$ cat config.mk
export PLATFORM = sky130hd
export DESIGN_NAME = alu_exec_unit
export DESIGN_NICKNAME = d
export VERILOG_FILES = /design/src/rtl/alu_exec_unit.sv
export SDC_FILE = /design/constraint.sdc
export NUM_CORES = 1
export LEC_CHECK = 0
export ABC_AREA = 0
export CAP_MARGIN = 20
export CORE_MARGIN = 2
export CORE_UTILIZATION = 25
export CTS_BUF_LIST = sky130_fd_sc_hd__clkbuf_8 sky130_fd_sc_hd__clkbuf_16
export DETAILED_ROUTE_END_ITERATION = 10
export PLACE_DENSITY_LB_ADDON = 0.2
export SETUP_SLACK_MARGIN = 0.2
export SKIP_LAST_GASP = 1
export SYNTH_ARGS = -nofsm -noshare
export SYNTH_HDL_FRONTEND = slang
export SYNTH_SLANG_ARGS = --single-unit
$ cat constraint.sdc
create_clock -name clk -period 3.2 [get_ports clk]
set_input_delay 0.48 -clock clk [delete_from_list [all_inputs] [get_ports clk]]
set_output_delay 0.48 -clock clk [all_outputs]
set_load 0.05 [all_outputs]
$ cat src/rtl/alu_exec_unit.sv
// alu_exec_unit: handshaked ALU with a bit-serial shifter, or a one-cycle barrel shifter
// when ALU_BARREL_SHIFT_EN is defined.
module alu_exec_unit #(
    parameter int WIDTH = 32
) (
    input  logic             clk,
    input  logic             reset,
    input  logic             in_valid,
    output logic             in_ready,
    input  logic [3:0]       alu_ctrl,
    input  logic [WIDTH-1:0] src_a,
    input  logic [WIDTH-1:0] src_b,
    output logic             out_valid,
    input  logic             out_ready,
    output logic [WIDTH-1:0] result,
    output logic             zero,
    output logic             illegal
);
    localparam int SW = $clog2(WIDTH);

    typedef enum logic [1:0] {IDLE, SHIFT, DONE} state_t;

    state_t           state_q, state_d;
    logic             live_q;
    logic [3:0]       op_q, op_d;
    logic [SW-1:0]    cnt_q, cnt_d;
    logic [WIDTH-1:0] result_q, result_d;
    logic             zero_q, zero_d;
    logic             illegal_q, illegal_d;
    logic             accept, legal, long_shift;
    logic [SW-1:0]    shamt;
    logic [WIDTH-1:0] alu_res, step;

    // live_q keeps in_ready low until the first edge after reset release
    assign in_ready  = live_q && state_q == IDLE;
    assign out_valid = state_q == DONE;
    assign result    = result_q;
    assign zero      = zero_q;
    assign illegal   = illegal_q;
    assign accept    = in_valid && in_ready;
    assign shamt     = src_b[SW-1:0];

    always_comb begin
        legal   = 1'b1;
        alu_res = '0;
        case (alu_ctrl)
            4'b0000:         alu_res = src_a + src_b;
            4'b0001:         alu_res = src_a - src_b;
            4'b0010:         alu_res = src_a & src_b;
            4'b0011:         alu_res = src_a | src_b;
            4'b0101, 4'b1010: alu_res = {{(WIDTH-1){1'b0}}, $signed(src_a) < $signed(src_b)};
            4'b0100:         alu_res = {{(WIDTH-1){1'b0}}, src_a < src_b};
            4'b0111:         alu_res = src_a ^ src_b;
`ifdef ALU_BARREL_SHIFT_EN
            4'b0110:         alu_res = src_a << shamt;
            4'b1000:         alu_res = src_a >> shamt;
            4'b1001:         alu_res = $unsigned($signed(src_a) >>> shamt);
`else
            // zero-amount shifts finish directly; others go through SHIFT
            4'b0110, 4'b1000, 4'b1001: alu_res = src_a;
`endif
            default:         legal = 1'b0;
        endcase
    end

`ifdef ALU_BARREL_SHIFT_EN
    assign long_shift = 1'b0;
`else
    assign long_shift = (alu_ctrl == 4'b0110 || alu_ctrl == 4'b1000 || alu_ctrl == 4'b1001)
                        && shamt != '0;
`endif

    assign step = op_q == 4'b0110 ? {result_q[WIDTH-2:0], 1'b0} :
                  op_q == 4'b1001 ? {result_q[WIDTH-1], result_q[WIDTH-1:1]} :
                                    {1'b0, result_q[WIDTH-1:1]};

    always_comb begin
        state_d   = state_q;
        op_d      = op_q;
        cnt_d     = cnt_q;
        result_d  = result_q;
        zero_d    = zero_q;
        illegal_d = illegal_q;
        case (state_q)
            IDLE: if (accept) begin
                state_d   = long_shift ? SHIFT : DONE;
                op_d      = alu_ctrl;
                cnt_d     = long_shift ? shamt : '0;
                result_d  = long_shift ? src_a : alu_res;
                zero_d    = alu_res == '0;
                illegal_d = !legal;
            end
            SHIFT: begin
                result_d = step;
                cnt_d    = cnt_q - SW'(1);
                if (cnt_q == SW'(1)) begin
                    state_d = DONE;
                    zero_d  = step == '0;
                end
            end
            DONE:    state_d = out_ready ? IDLE : DONE;
            default: state_d = IDLE;
        endcase
    end

    always_ff @(posedge clk or negedge reset) begin
        if (!reset) begin
            state_q   <= IDLE;
            live_q    <= 1'b0;
            op_q      <= '0;
            cnt_q     <= '0;
            result_q  <= '0;
            zero_q    <= 1'b0;
            illegal_q <= 1'b0;
        end else begin
            state_q   <= state_d;
            live_q    <= 1'b1;
            op_q      <= op_d;
            cnt_q     <= cnt_d;
            result_q  <= result_d;
            zero_q    <= zero_d;
            illegal_q <= illegal_d;
        end
    end
endmodule

# Word level (Yosys, flattened, before mapping)
# Cells that the tools add are included.
# op_classes
eq_ne	17
order_cmp	2
div	0
n_addsub	3
multipliers	0
shift	0
muxes	18
reduce_logical	19
bitwise	3
# op_table
op	n
$pmux W32 S8	1
$mux W32	4
$logic_not A32 Y1	2
$lt A32 B32 Y1	2
$pmux W32 S2	1
$add A32 B32 Y32	1
$and A32 B32 Y32	1
$or A32 B32 Y32	1
$sub A32 B32 Y32	1
$xor A32 B32 Y32	1
$eq A4 B3 Y1 const B	5
$eq A4 B4 Y1 const B	4
$reduce_or A11 Y1	1
$mux W5	2
$pmux W5 S2	1
$eq A4 B2 Y1 const B	2
$mux W2	4
$pmux W2 S3	1
$reduce_and A2 Y1	3
$eq A5 B1 Y1 const B	1
$reduce_bool A5 Y1	1
$sub A5 B1 Y5 const B	1
$eq A4 B1 Y1 const B	1
$logic_not A4 Y1	1
other kinds (13)	19
# word_totals
output_inout_bits	36
latchBits	0
ramBits	0
elab_cells	69
in_bits	72
mem_count	0
regBits	46
rom_bits	0

# Longest topological paths before layout
# Gate-level depths: netlist of the first run.
# depth
depth_word	7
ltp_mapped	14

# Worst setup path before layout of the first run
# OpenSTA, ideal clock, no wires.
# synth_path
path_kind	flip-flop to flip-flop
startpoint	register state_q[0]
endpoint	register zero_q, in the netlist zero
period_less_slack_ns	3.384
t_required_ns	3.123
path_buffers	0
arrival_ns	3.308
setup_slack_ns	-0.184
stages_incl_launch_ff	10
path_cell_list	dfrtp_1 > nor3b_1 > and2_0 > nand2_1 > or4_1 > or4_1 > nor4_2 > and4_1 > nand4_1 > o21ai_1
# synth_between
elab_chain_len	5
word_cells_on_any_way	9
# synth_rtl
item	line	rtl
start, declared	23	state_t state_q, state_d;
start signal, assigned	116	state_q <= state_d;
$logic_not A2 Y1	35	assign in_ready = live_q && state_q == IDLE;
$logic_and A1 B1 Y1	35	
net in_ready	9	output logic in_ready,
$logic_and A1 B1 Y1	40	assign accept = in_valid && in_ready;
$ne A2 B2 Y1 (no source line)	--	
$reduce_and A3 Y1 (no source line)	--	
end signal, assigned	121	zero_q <= zero_d;
end, declared	28	logic zero_q, zero_d;
# The timed path passes the listed nets, and every way through them passes these cells.
# A chain may end at the register's enable or synchronous reset.

# Worst setup path after layout of the first run
# layout_path
startpoint	input src_a[0]
endpoint	register zero_q, in the netlist zero
# layout_between
elab_chain_len	5
word_cells_on_any_way	11
# layout_rtl
item	line	rtl
start, declared	11	input logic [WIDTH-1:0] src_a,
$sub A32 B32 Y32, or another cell as far along	48	4'b0001: alu_res = src_a - src_b;
$pmux W32 S8 *	46	case (alu_ctrl)
$logic_not A32 Y1 *	90	zero_d = alu_res == '0;
$mux W1 *	85	IDLE: if (accept) begin
$pmux W1 S2 *	84	case (state_q)
# Every way passes the cells marked *; elsewhere a longest branch is shown, timed or not. The select of a mux whose other input is x is not followed.

==> flow_metrics.py, run 1 <==
metrics = {
    "status": {
        "run_status": "complete, but fails checks",
        "violations": "negative setup slack",
    },
    "layout": {
        "fin_cells": 2051,
        "design_area_sq_um": 14300,
        "final_util": 0.449,
        "nets": 1804,
        "num_antenna_cells": 0,
        "final_common_cell": "buf_4",
        "final_cell_mix": "384 x buf_4, 137 x nand2_1, 116 x a21oi_1, 77 x ha_1, 65 x nor2_1",
        "area_growth_syn_to_layout_pct": 75.8,
        "drive_gt1_frac": 0.429,
    },
    "setup_path": {
        "cp.buffers_inverters": 6,
        "cp-start-kind": "input port",
        "crit_type": "in2reg",
        "slowest_delay_ns": 0.27,
        "path_delay_family": "simple AND/OR/NAND/NOR gates",
        "worst_path_max_delay_cell": "a221oi_2",
        "required_ns": 3.43,
        "path_cells": "buf_12 > inv_6 > ha_4 > fa_2 > o21bai_4 > buf_6 > buf_6 > and3b_2 > buf_4 > o311ai_4 > o211ai_1 > xnor2_1 > a221oi_2 > buf_4 > nand2_1 > nor4_4 > and4_1 > nand4_1 > o21ai_1",
        "critPathCaptureType": "flip-flop",
        "critPathMaxFanout": 3,
        "cp.arrival_ns": 3.47,
    },
    "detailed_routing": {
        "drc": 0,
        "first_pass_iters": 5,
        "routed_wl_um": 37500,
        "post_drt_wl_per_cell_um": 18.3,
        "routed_via_density": 5.14,
        "via_count": 10500,
        "drt_iter0_drc": 676,
        "detail-route-antenna-nets": 0,
    },
    "cts": {
        "cts_tree": "yes",
        "h-tree-depth": 2,
        "cts_buffers": 5,
        "cts_root_buf": "clkbuf_16",
        "cts_max_path_buffers": 2,
        "clk_latency_ns": 0.30,
        "cts.sinks": 46,
        "clk_pin_slew_ns": 0.07,
    },
    "global_routing": {
        "grtUsageMet2": 0.361,
        "grt_most_used_layer": "met2",
        "grt_pass1_vias": 10400,
        "grt_max_degree": 47,
        "grt_usage": 0.217,
        "grt_pass1_wl_um": 58100,
        "grt_overflow": 0,
        "antenna_found_initial": 0,
        "grtUsageMet1": 0.305,
        "use_met3": 0.0124,
    },
    "die": {
        "io_pins": 108,
        "num_rows": 65,
        "die_w_um": 184,
        "die-area_sq_um": 33900,
        "start_util": 0.255,
        "die_h_um": 184,
        "design.core.area_sq_um": 31800,
    },
    "sta": {
        "maxSlewViolCount": 0,
        "skew_ns": 0.00677,
        "min_period_over_period": 1.01,
        "layout_setup_ws_ns": -0.0439,
        "final_hold_viol_count": 0,
        "fmax_mhz": 308,
        "setup_viol": 1,
        "period_needed_ns": 3.24,
        "rsz0062_at_grt": "yes",
        "worst_pin_slew_ns": 0.765,
        "relSlewSlack": 0.489,
    },
    "synthesis": {
        "syn_inst": 1156,
        "ys_ff_latch": 46,
        "synth_ff_type": "dfrtp_1",
        "ys_warn_count": 0,
        "synth_edf_count": 0,
        "synthArstFlopShare": 1.00,
        "synth_area_sq_um": 8120,
        "avgSynthCellArea_sq_um": 7.02,
        "synth_nets": 1345,
        "synth_cell_types": 80,
        "synth_seq_area_share": 0.142,
    },
    "power_and_ir_drop": {
        "finalPower_mw": 5.55,
        "pwr_density_cell_nw_per_um2": 389,
        "irDropWorstVdd_mv": 0.299,
        "power_leakage_nw": 6.41,
    },
    "placed_design": {
        "place_congestion": 0.960,
        "placedCellCount": 1984,
        "hpwlAfterDp_um": 29800,
        "portBuffers": 107,
        "placed_cell_area_sq_um": 12200,
    },
    "run": {
        "max_cap_viol_count": 0,
    },
    "min_path": {
        "hp-class": "in2async",
    },
}
## layer usage
layer  routed length, um  vias up
li1                    -     5142
met1               17600     5029
met2               17100      316
met3                1820       50
met4                 951        0
met5                   0        -
## final timing paths
path / start / end / slack (ns) / cells after the start
min in group clk: illegal / illegal / 0.52 / 2
worst min-delay path: reset / state_q[0] / 0.06 / 1
worst max register to register: state_q[0] / zero / 0.53 / 9
max in group asynchronous: reset / result[31] / 2.66 / 2
worst max-delay path: src_a[0] / zero / -0.04 / 19
worst min register to register: illegal / illegal / 0.52 / 2
## through the flow
stage	worst slack (ns)	setup TNS (ns)	hold WS (ns)
floorplan	-0.0188	-0.0188	0.184
global placement	-1.09	-15.69	0.498
detailed placement	-1.17	-16.57	0.501
CTS	-0.144	-0.144	0.434
global route	-0.193	-0.232	0.0737
finish	-0.0439	-0.0439	0.0566
## cell usage after synthesis (all sizes together), types with 7 or more instances
cell type	count	area, sq um
o311ai	10	87.6
a221o	19	190
a221oi	13	114
nor3	19	95.1
a22oi	10	75.1
a211o	7	61.3
dfrtp	46	1150
buf	19	100
nand3	18	90.1
a211oi	8	60.1
xnor2	17	149
clkbuf	58	218
nor2b	16	108
o21ai	89	445
o31ai	11	82.6
a21o	17	128
ha	115	1440
nand4	15	93.8
a31oi	14	87.6
nor4	21	138
nand2	141	529
nor2	78	293
a21oi	147	736
inv	97	364
o211ai	15	118
## sequential cells by signal, indices dropped and copies added, names as in the netlist
| register | cells |
|---|---|
| op_q | 4 |
| live_q | 1 |
| state_q | 2 |
| cnt_q | 5 |
| illegal | 1 |
| result | 32 |
| zero | 1 |
## repair_timing
item,4_1_cts,5_1_grt
setup endpoints to repair,28,17
resized for setup,349,116
pin swaps,89,63
setup buffers,42,16
hold buffers,0,0
## cell type report
| cell class | instances | area [sq um] |
|---|---|---|
| Clock buffer | 5 | 125 |
| Clock inverter | 3 | 21.3 |
| Fill cell | 3242 | 17500 |
| Inverter | 97 | 374 |
| Multi-Input combinational cell | 936 | 7690 |
| Sequential cell | 46 | 1150 |
| Tap cell | 435 | 544 |
| Timing Repair Buffer | 529 | 4360 |
## power by group
part           switching, mW  leakage, nW  internal, mW
Sequential             0.333        0.594         0.822
Clock                  0.240       0.0698         0.290
Combinational           2.21         5.74          1.65
Total                   2.78         6.41          2.76
## worst reg2reg max path, stage by stage (launching register included)
cell,delay (ns)
dfrtp_1,0.43
nor3b_2,0.22
and2_0,0.24
nand2_1,0.10
or4_4,0.42
or4_4,0.57
nor4_4,0.17
and4_1,0.26
nand4_1,0.08
o21ai_1,0.12
## kinds of logic after synthesis
kind of cell | after synthesis | synth area share
AND/OR/NAND/NOR | 358 | 0.212
buffers and inverters | 174 | 0.0840
flip-flops | 46 | 0.142
XOR/XNOR | 21 | 0.0227
adder cells (fa/ha/maj) | 117 | 0.182
multiplexers | 6 | 0.00755
AO/OA/AOI/OAI | 433 | 0.349
other | 1 | 0.000462
(Power assumes the default switching activity.)
==> run 2, diff against run 1 <==
--- a/config.mk
+++ b/config.mk
@@ -6,6 +6,7 @@
 export NUM_CORES = 1
 export LEC_CHECK = 0
 export ABC_AREA = 0
+export ABC_CLOCK_PERIOD_IN_PS = 3200
 export CAP_MARGIN = 20
 export CORE_MARGIN = 2
 export CORE_UTILIZATION = 25
==> results of run 2 <==
Same layout as run 1: the final DEF is identical, and so are final timing and power.
==> run 3, diff against run 2 <==
--- a/config.mk
+++ b/config.mk
@@ -10,7 +10,6 @@
 export CAP_MARGIN = 20
 export CORE_MARGIN = 2
 export CORE_UTILIZATION = 25
-export CTS_BUF_LIST = sky130_fd_sc_hd__clkbuf_8 sky130_fd_sc_hd__clkbuf_16
 export DETAILED_ROUTE_END_ITERATION = 10
 export PLACE_DENSITY_LB_ADDON = 0.2
 export SETUP_SLACK_MARGIN = 0.2
==> results of run 3 <==
Same layout as run 1: the final DEF is identical, and so are final timing and power.
